### config.mk
export PLATFORM = sky130hd
export DESIGN_NAME = pwm_step_sequencer
export DESIGN_NICKNAME = d
export VERILOG_FILES = /design/src/rtl/pwm_seq_pkg.sv /design/src/rtl/pwm_seq_timer.sv /design/src/rtl/pwm_step_sequencer.sv
export SDC_FILE = /design/constraint.sdc
export NUM_CORES = 1
export LEC_CHECK = 0
export BUFFER_PORTS_ARGS = -buffer_cell sky130_fd_sc_hd__buf_2
export CAP_MARGIN = 10
export CORE_MARGIN = 10
export CORE_UTILIZATION = 64
export DETAILED_ROUTE_END_ITERATION = 10
export PLACE_DENSITY = 0.85
export RECOVER_POWER = 50
export SLEW_MARGIN = 10
export SYNTH_ARGS = -nofsm -noshare
export SYNTH_HDL_FRONTEND = slang
export SYNTH_SLANG_ARGS = --single-unit
export TNS_END_PERCENT = 10
### constraint.sdc
create_clock -name clk -period 5 [get_ports clk]
set_input_delay 0.75 -clock clk [delete_from_list [all_inputs] [get_ports clk]]
set_output_delay 0.75 -clock clk [all_outputs]
set_load 0.03 [all_outputs]
### src/rtl/pwm_seq_pkg.sv
// Shared constants for the PWM step sequencer: register map, control bits,
// sequencer state encoding and the effective-length helper.
package pwm_seq_pkg;

    localparam logic [6:0] REG_OUT_7_0  = 7'h00;
    localparam logic [6:0] REG_OUT_15_8 = 7'h01;
    localparam logic [6:0] REG_PWM_7_0  = 7'h02;
    localparam logic [6:0] REG_PWM_15_8 = 7'h03;
    localparam logic [6:0] REG_PWM_DUTY = 7'h04;
    localparam logic [6:0] SEQ_CTRL     = 7'h10;
    localparam logic [6:0] SEQ_LEN      = 7'h11;
    localparam logic [6:0] SEQ_DWELL    = 7'h12;
    localparam logic [6:0] TABLE_BASE   = 7'h20;

    localparam int CTRL_RUN_BIT  = 0;
    localparam int CTRL_LOOP_BIT = 1;

    typedef enum logic [1:0] {
        IDLE  = 2'd0,
        LOAD  = 2'd1,
        DWELL = 2'd2
    } seq_state_t;

    // Number of table steps actually walked: SEQ_LEN clamped into 1..depth.
    function automatic logic [4:0] eff_len(input logic [7:0] len, input int depth);
        if (len == 8'd0) begin
            return 5'd1;
        end
        if (int'(len) > depth) begin
            return 5'(depth);
        end
        return len[4:0];
    endfunction

endpackage

### src/rtl/pwm_seq_timer.sv
// Dwell timer: PRESCALE-cycle prescaler feeding a tick down-counter.
// expire is high in the last cycle of a ticks*PRESCALE-cycle interval.
module pwm_seq_timer
    import pwm_seq_pkg::*;
#(
    parameter int PRESCALE = 3000
) (
    input  logic       clk,
    input  logic       rst_n,
    input  logic       load,
    input  logic       clear,
    input  logic [7:0] ticks,
    output logic       expire
);

    localparam int PW = $clog2(PRESCALE);
    localparam logic [PW-1:0] PRE_MAX = PW'(PRESCALE - 1);

    logic [PW-1:0] pre_q;
    logic [7:0]    tick_q;
    logic          active_q;

    assign expire = active_q && (pre_q == '0) && (tick_q == 8'd0);

    always_ff @(posedge clk or negedge rst_n) begin
        if (!rst_n) begin
            pre_q    <= '0;
            tick_q   <= 8'd0;
            active_q <= 1'b0;
        end else if (clear) begin
            active_q <= 1'b0;
        end else if (load) begin
            // ticks is never 0 here; the caller substitutes 1 for a zero DWELL.
            pre_q    <= PRE_MAX;
            tick_q   <= ticks - 8'd1;
            active_q <= 1'b1;
        end else if (active_q) begin
            if (expire) begin
                active_q <= 1'b0;
            end else if (pre_q == '0) begin
                pre_q  <= PRE_MAX;
                tick_q <= tick_q - 8'd1;
            end else begin
                pre_q <= pre_q - PW'(1);
            end
        end
    end

endmodule

### src/rtl/pwm_step_sequencer.sv
// PWM register bank plus duty-cycle step sequencer (IDLE/LOAD/DWELL).
// Loop mode is compiled in only when PWM_SEQ_LOOP_EN is defined.
module pwm_step_sequencer
    import pwm_seq_pkg::*;
#(
    parameter int DEPTH    = 8,
    parameter int PRESCALE = 3000
) (
    input  logic                     clk,
    input  logic                     rst_n,
    input  logic                     wr_valid,
    input  logic [6:0]               wr_addr,
    input  logic [7:0]               wr_data,
    output logic [7:0]               en_reg_out_7_0,
    output logic [7:0]               en_reg_out_15_8,
    output logic [7:0]               en_reg_pwm_7_0,
    output logic [7:0]               en_reg_pwm_15_8,
    output logic [7:0]               pwm_duty_cycle,
    output logic                     busy,
    output logic [$clog2(DEPTH)-1:0] step_idx,
    output logic                     seq_done
);

    localparam int IW = $clog2(DEPTH);

    logic [7:0]    out_lo_q, out_hi_q, pwm_lo_q, pwm_hi_q, duty_q;
    logic [7:0]    len_q, dwell_q;
    logic [7:0]    tbl_q [DEPTH];
    seq_state_t    state_q;
    logic [IW-1:0] idx_q;
    logic          loop_q, done_q;

    logic          wr_ctrl, start_req, stop_req, host_duty, tbl_hit;
    logic          loop_d, tmr_load, tmr_expire;
    logic [IW-1:0] tbl_widx, last_idx_d;
    logic [7:0]    load_val_d, dwell_eff_d;

    assign wr_ctrl   = wr_valid && (wr_addr == SEQ_CTRL);
    assign start_req = wr_ctrl && wr_data[CTRL_RUN_BIT];
    assign stop_req  = wr_ctrl && !wr_data[CTRL_RUN_BIT];
    assign host_duty = wr_valid && (wr_addr == REG_PWM_DUTY);
    assign tbl_hit   = wr_valid && (wr_addr >= TABLE_BASE) &&
                       (wr_addr < (TABLE_BASE + 7'(DEPTH)));
    assign tbl_widx  = IW'(wr_addr - TABLE_BASE);

`ifdef PWM_SEQ_LOOP_EN
    assign loop_d = wr_data[CTRL_LOOP_BIT];
`else
    assign loop_d = 1'b0;
`endif

    // A table write landing on the entry being loaded is forwarded straight to duty.
    assign load_val_d  = (tbl_hit && (tbl_widx == idx_q)) ? wr_data : tbl_q[idx_q];
    assign last_idx_d  = IW'(eff_len(len_q, DEPTH) - 5'd1);
    assign dwell_eff_d = (dwell_q == 8'd0) ? 8'd1 : dwell_q;
    assign tmr_load    = (state_q == LOAD) && !stop_req;

    pwm_seq_timer #(
        .PRESCALE(PRESCALE)
    ) u_timer (
        .clk   (clk),
        .rst_n (rst_n),
        .load  (tmr_load),
        .clear (stop_req),
        .ticks (dwell_eff_d),
        .expire(tmr_expire)
    );

    always_ff @(posedge clk or negedge rst_n) begin
        if (!rst_n) begin
            out_lo_q <= 8'd0;
            out_hi_q <= 8'd0;
            pwm_lo_q <= 8'd0;
            pwm_hi_q <= 8'd0;
            len_q    <= 8'd1;
            dwell_q  <= 8'd1;
            for (int i = 0; i < DEPTH; i++) begin
                tbl_q[i] <= 8'd0;
            end
        end else if (wr_valid) begin
            case (wr_addr)
                REG_OUT_7_0:  out_lo_q <= wr_data;
                REG_OUT_15_8: out_hi_q <= wr_data;
                REG_PWM_7_0:  pwm_lo_q <= wr_data;
                REG_PWM_15_8: pwm_hi_q <= wr_data;
                SEQ_LEN:      len_q    <= wr_data;
                SEQ_DWELL:    dwell_q  <= wr_data;
                default: ;
            endcase
            if (tbl_hit) begin
                tbl_q[tbl_widx] <= wr_data;
            end
        end
    end

    always_ff @(posedge clk or negedge rst_n) begin
        if (!rst_n) begin
            state_q <= IDLE;
            idx_q   <= '0;
            duty_q  <= 8'd0;
            loop_q  <= 1'b0;
            done_q  <= 1'b0;
        end else begin
            done_q <= 1'b0;
            if (wr_ctrl) begin
                loop_q <= loop_d;
            end
            // Host duty writes always land; in LOAD they pre-empt the table value.
            if (host_duty) begin
                duty_q <= wr_data;
            end
            if (stop_req) begin
                state_q <= IDLE;
            end else begin
                case (state_q)
                    IDLE: begin
                        if (start_req) begin
                            idx_q   <= '0;
                            state_q <= LOAD;
                        end
                    end
                    LOAD: begin
                        if (!host_duty) begin
                            duty_q <= load_val_d;
                        end
                        state_q <= DWELL;
                    end
                    DWELL: begin
                        if (tmr_expire) begin
                            if (idx_q < last_idx_d) begin
                                idx_q   <= idx_q + IW'(1);
                                state_q <= LOAD;
                            end else if (loop_q) begin
                                idx_q   <= '0;
                                state_q <= LOAD;
                            end else begin
                                done_q  <= 1'b1;
                                state_q <= IDLE;
                            end
                        end
                    end
                    default: state_q <= IDLE;
                endcase
            end
        end
    end

    assign en_reg_out_7_0  = out_lo_q;
    assign en_reg_out_15_8 = out_hi_q;
    assign en_reg_pwm_7_0  = pwm_lo_q;
    assign en_reg_pwm_15_8 = pwm_hi_q;
    assign pwm_duty_cycle  = duty_q;
    assign busy            = (state_q != IDLE);
    assign step_idx        = idx_q;
    assign seq_done        = done_q;

endmodule

=== Word level (Yosys, flattened, before mapping) ===
Cells that the tools add are included.
W data, S select, Z words.

* $add $sub $neg: 6
* Order comparisons: 7
* Equal/unequal tests: 16
* Multiplexer cells: 44
* Bitwise logic cells: 3
* Reductions and logical operators: 34

{| class="wikitable"
|+ Operator list
! operator !! number
|-
| $mux W8 || 13
|-
| $bwmux W64 || 1
|-
| $mux W12 || 4
|-
| $bmux W8 S3 || 1
|-
| $demux W8 S3 || 1
|-
| $logic_not A8 Y1 || 3
|-
| $eq A7 B5 Y1 const B || 3
|-
| $mux W3 || 7
|-
| $reduce_and A2 Y1 || 8
|-
| $sub A8 B1 Y8 const B || 2
|-
| $eq A7 B2 Y1 const B || 2
|-
| $logic_not A12 Y1 || 1
|-
| $mux W1 || 12
|-
| $sub A12 B1 Y12 const B || 1
|-
| $logic_and A1 B1 Y1 || 11
|-
| $ge A4 B4 Y1 const B || 2
|-
| $gt A8 B4 Y1 const B || 1
|-
| $ne A2 B2 Y1 const B || 4
|-
| $not A3 Y4 || 2
|-
| $reduce_bool A2 Y1 || 4
|-
| $eq A7 B1 Y1 const B || 1
|-
| $eq A7 B3 Y1 const B || 1
|-
| $ge A7 B6 Y1 const B || 1
|-
| $logic_not A7 Y1 || 1
|-
| other kinds (18) || 23
|}

* Register bits: 147
* Bits of input ports: 18
* Output and inout port bits: 45
* Logic and storage cells: 131

=== Longest topological paths before layout ===
* Word-level depth: 11
* Gate-level depth with buffers: 12
* Gate-level depth less buffers: 10

=== By module ===
Synthesis repeated with hierarchy kept, for this count alone.

* Cell total of the unflattened synthesis: 544
* Area total of the unflattened synthesis: 7068.0 µm²

{| class="wikitable"
|+ By module, submodules not included
! module !! instances !! cells each !! area an instance (µm²) !! seq. area each (µm²)
|-
| pwm_step_sequencer || 1 || 388 || 5664.2 || 3155.5
|-
| pwm_seq_timer || 1 || 156 || 1403.8 || 525.5
|}

=== Worst setup path after synthesis ===
OpenSTA, ideal clock, no wires.

* Path kind: input -> register
* From: input port wr_addr[2]
* To: register u_timer.tick_q[6]
* Setup time: 0.137 ns
* Arrival: 3.354 ns
* Required time: 4.863 ns
* Setup slack: 1.509 ns
* Cell stages on the path: 12
* Buffers on the path: 2
* Path through: or3b_2 > clkbuf_1 > o31ai_1 > buf_4 > nor2_1 > a21oi_1 > ha_1 > or3b_2 > nor3_1 > xor2_1 > o21ai_0 > a21oi_1

* Longest elaborated chain between the ends: 7
* Elaborated cells between the ends (all ways): 11
* Classes of those cells: eq/ne (2); mux (1); bitwise (1); reduce/logical (7)

{| class="wikitable"
|+ Ends and longest elaborated chain
! element !! line !! text
|-
| start: declaration || pwm_step_sequencer.sv:12 || <nowiki>input logic [6:0] wr_addr,</nowiki>
|-
| $eq A7 B5 Y1 * || pwm_step_sequencer.sv:38 || <nowiki>assign wr_ctrl = wr_valid && (wr_addr == SEQ_CTRL);</nowiki>
|-
| $logic_and A1 B1 Y1 * || pwm_step_sequencer.sv:38 ||
|-
| $logic_and A1 B1 Y1 * || pwm_step_sequencer.sv:40 || <nowiki>assign stop_req = wr_ctrl && !wr_data[CTRL_RUN_BIT];</nowiki>
|-
| $logic_not A1 Y1 || pwm_step_sequencer.sv:56 || <nowiki>assign tmr_load = (state_q == LOAD) && !stop_req;</nowiki>
|-
| $logic_and A1 B1 Y1 || pwm_step_sequencer.sv:56 ||
|-
| $ne A2 B2 Y1 (no source line) / $reduce_bool A2 Y1 (equally long branches) || - ||
|-
| $reduce_and A4 Y1 (no source line) || - ||
|-
| end signal: assignment || pwm_seq_timer.sv:35 || <nowiki>tick_q <= ticks - 8'd1;</nowiki>
|-
| end signal: assignment || pwm_seq_timer.sv:42 || <nowiki>tick_q <= tick_q - 8'd1;</nowiki>
|-
| end: declaration || pwm_seq_timer.sv:20 || <nowiki>logic [7:0] tick_q;</nowiki>
|}

Mark *: on every way between the ends. The rest lies on a longest branch, timed or not.
A chain may end at the register's enable or synchronous reset.

=== Worst setup path after layout ===
Same ends and word-level chain as after synthesis.

==> key figures <==
Logic synthesis
  – Most common flop cell mapped by yosys: dfrtp_1
  – Gate Count Post-Synth: 591
  – Mapped Area: 6920 um^2
  – Most frequent cell after synthesis: dfrtp_1
  – Biggest area consumer among synthesized cells: dfrtp_1
  – Largest family of logic cells by synthesized area: multiplexers
  – Post-synthesis mux area share: a little under a fifth
  – Yosys warns: 0
  – Distinct cells, synth: 66
  – Synth Net Count: between 600 and 700
  – Synth cell count leaders: dfrtp_1 (145), mux2_2 (73), nand2_1 (70), o21ai_0 (51), nor2_1 (26)
  – Post-synth EDFFs: 0
  – Sequential share of the synthesized area: 53.2%
  – Synth Area in Simple Gates: 12.9%
  – Top cells by area, synth: dfrtp_1 (52%), mux2_2 (12%), mux4_2 (5.2%)
  – Synth Area in XOR/XNOR: 1.01%
  – Mean post-synth cell area: about 12 um^2
  – Synth Area in Adders: between 1 and 1.5%
  – Post-synthesis sequential element count: ~150
  – Post-synthesis async set-or-reset flop share: between 90% and 100%
  – Synth top area share: 52.5%
  – Compound-gate portion of the synthesized area: about a tenth

Floorplanning
  – Die area: ~15000 um^2
  – Core area: 10400 um^2
  – Die W: 124 um
  – Die height: ~120 um
  – Number of I/O pins: 63
  – Initial core utilization: 66.4%
  – Num rows: 37

Finish
  – P&R area growth vs syn: 13.5%
  – Ant. Diodes: 0
  – Fraction of layout instances using a drive strength above 1: between 20% and 30%
  – Design Area, Final: 7850 um^2
  – Nets: 672

STA
  – Final min period: about 3.1 ns
  – Max Slew Vio Count: about 110
  – Worst Tran Pin Value: 2.63 ns
  – Unrepaired setup endpoints after global routing: false
  – Clock skew: 0.0104 ns
  – Relative slew slack: -75.3%
  – Final setup vio count: 0
  – Setup tns final: 0 ns
  – Hold WS: slightly below 0.5 ns
  – Fmax: approximately 0.32 GHz
  – Setup WS post-layout: approximately 1.9 ns
  – Fin crit share: ~62%
  – Hold Violations, Final: 0

Placed design
  – Post-Place Worst Slack: between 1 and 1.5 ns
  – HPWL after DPL: around 11 mm
  – Port Buffers: 62
  – Gpl congestion: ~0.88
  – Post-DP Area: ~7300 um^2

Route
  – Metal2 WL: 8.73 mm
  – WL met3: about 1.3 mm
  – Routed wire per std cell: 21.2 um
  – Uppermost routed layer: met4
  – DR iter-0 viols: 582
  – First drt pass iteration count: 5
  – Post-route ant nets: 0
  – Met1 WL: between 6 and 7 mm
  – Final WL: 16.9 mm
  – # DRC: 0
  – Routed vias/inst: roughly 6.4
  – Vias: 5092

Clocking
  – # clock sinks: around 150
  – TritonCTS clock tree: done
  – Reg clk slew, reported paths: around 0.06 ns
  – Hold-fix buffers, CTS: 0
  – H-tree depth: 4
  – CTS Buf Count: 17
  – Setup repair bufs after CTS: 0
  – CTS root buf: clkbuf_8
  – CTS resizes: 0
  – Clock Tree Buf Depth: 2
  – Insertion delay to the later sink of the worst-skew pair: around 0.54 ns

Pwr
  – Total power: about 3.1 mW
  – Worst VDD drop: 0.278 mV
  – Static leakage: around 3.7 nW
  – PD cells: about 400 nW/um^2

Global route
  – Global-route wire length before repair: around 27 mm
  – Vias in the first global route: between 5000 and 6000
  – GRT Resource Usage Total: between 20 and 25%
  – Initial antenna violation count: 0
  – Largest net degree at the start of global routing: around 110
  – GRT overflow: 0

Critical path
  – Critical Path AT: 3.51 ns
  – Critical path startpoint category: input port
  – Req. time, crit path: ~5.4 ns
  – CP endpoint kind: flop
  – Max FO, Critical Path: 13
  – Setup Crit Path Kind: in -> reg

Hold path
  – Worst hold path class: reg -> reg

Flow run
  – Total of max-cap violations: 1

Outcome
  – Violated checks: max-capacitance violations, max-slew violations
  – Status: finished, violations left
## cell usage in the layout (no fill, tap or decap), types with 8 or more instances in the layout
master | netlist | layout
nor2_1 | 26 | 26
a21oi_1 | 10 | 10
mux4_2 | 16 | 16
mux2i_1 | 9 | 9
nand3_1 | 12 | 12
mux2_2 | 73 | 73
o21ai_0 | 51 | 51
nand2_1 | 70 | 70
dfrtp_1 | 145 | 145
clkbuf_1 | 14 | 25
clkbuf_16 | 0 | 16
o221ai_1 | 8 | 8
inv_1 | 18 | 18
buf_2 | 4 | 39
## power by group
group / switching (mW) / internal [mW] / leakage (nW)
clock network: 0.495 / 0.742 / 0.284
logic: 0.278 / 0.191 / 1.48
registers: 0.108 / 1.32 / 1.97
total: 0.881 / 2.25 / 3.74
## registers in the layout (all words and copies together) (netlist names)
name / cells
state_q: 2
len_q: 8
u_timer.pre_q: 12
tbl_q: 64
en_reg_pwm_7_0: 8
u_timer.active_q: 1
en_reg_out_15_8: 8
dwell_q: 8
en_reg_pwm_15_8: 8
step_idx: 3
pwm_duty_cycle: 8
seq_done: 1
u_timer.tick_q: 8
en_reg_out_7_0: 8
## worst paths after layout
path | startpoint | endpoint | slack [ns] | cells past startpoint
max | wr_addr[2] | u_timer.tick_q[6] | 1.88 | 12
min | len_q[6] | len_q[6] | 0.49 | 2
max reg2reg | state_q[1] | u_timer.tick_q[6] | 1.96 | 10
min reg2reg | len_q[6] | len_q[6] | 0.49 | 2
max in group asynchronous | rst_n | pwm_duty_cycle[6] | 1.90 | 2
min in group asynchronous | rst_n | u_timer.pre_q[4] | 1.02 | 1
## layout make-up
| class | instances | area (um^2) |
|---|---|---|
| fillers | 688 | 2560 |
| clock buffers | 22 | 453 |
| multi-input cells | 397 | 3050 |
| clock inverters | 10 | 123 |
| repair buffers | 66 | 310 |
| well taps | 136 | 170 |
| inverters | 18 | 67.6 |
| flip-flops and latches | 147 | 3680 |
## through the flow
step	utilization, %	instances
floorplan	-	591
global placement	70.2	764
detailed placement	70.2	764
CTS	75.7	796
global route	75.4	796
finish	75.4	796
## cells by family after synthesis
group / count (synthesis)
XOR/XNOR: 8
adder cells (fa/ha/maj): 7
multiplexers: 98
buffers and inverters: 47
AO/OA/AOI/OAI: 113
AND/OR/NAND/NOR: 171
flip-flops: 147
## metal layers
layer / global-route usage (%) / vias to the layer above
met5: 0 / -
met4: 8.35 / 0
met3: 7.24 / 35
met2: 40.3 / 230
met1: 26.1 / 2555
li1: - / 2272
## worst max-delay path, stage by stage
cell     delay [ns]
buf_2          0.14
or3b_2         0.57
o31ai_1        0.27
buf_4          0.23
nor2_1         0.06
a21oi_1        0.16
ha_1           0.30
or3b_2         0.52
nor3_1         0.19
xor2_1         0.09
o21ai_0        0.15
a21oi_1        0.08
No activity file was read; power rests on OpenSTA's default activity.
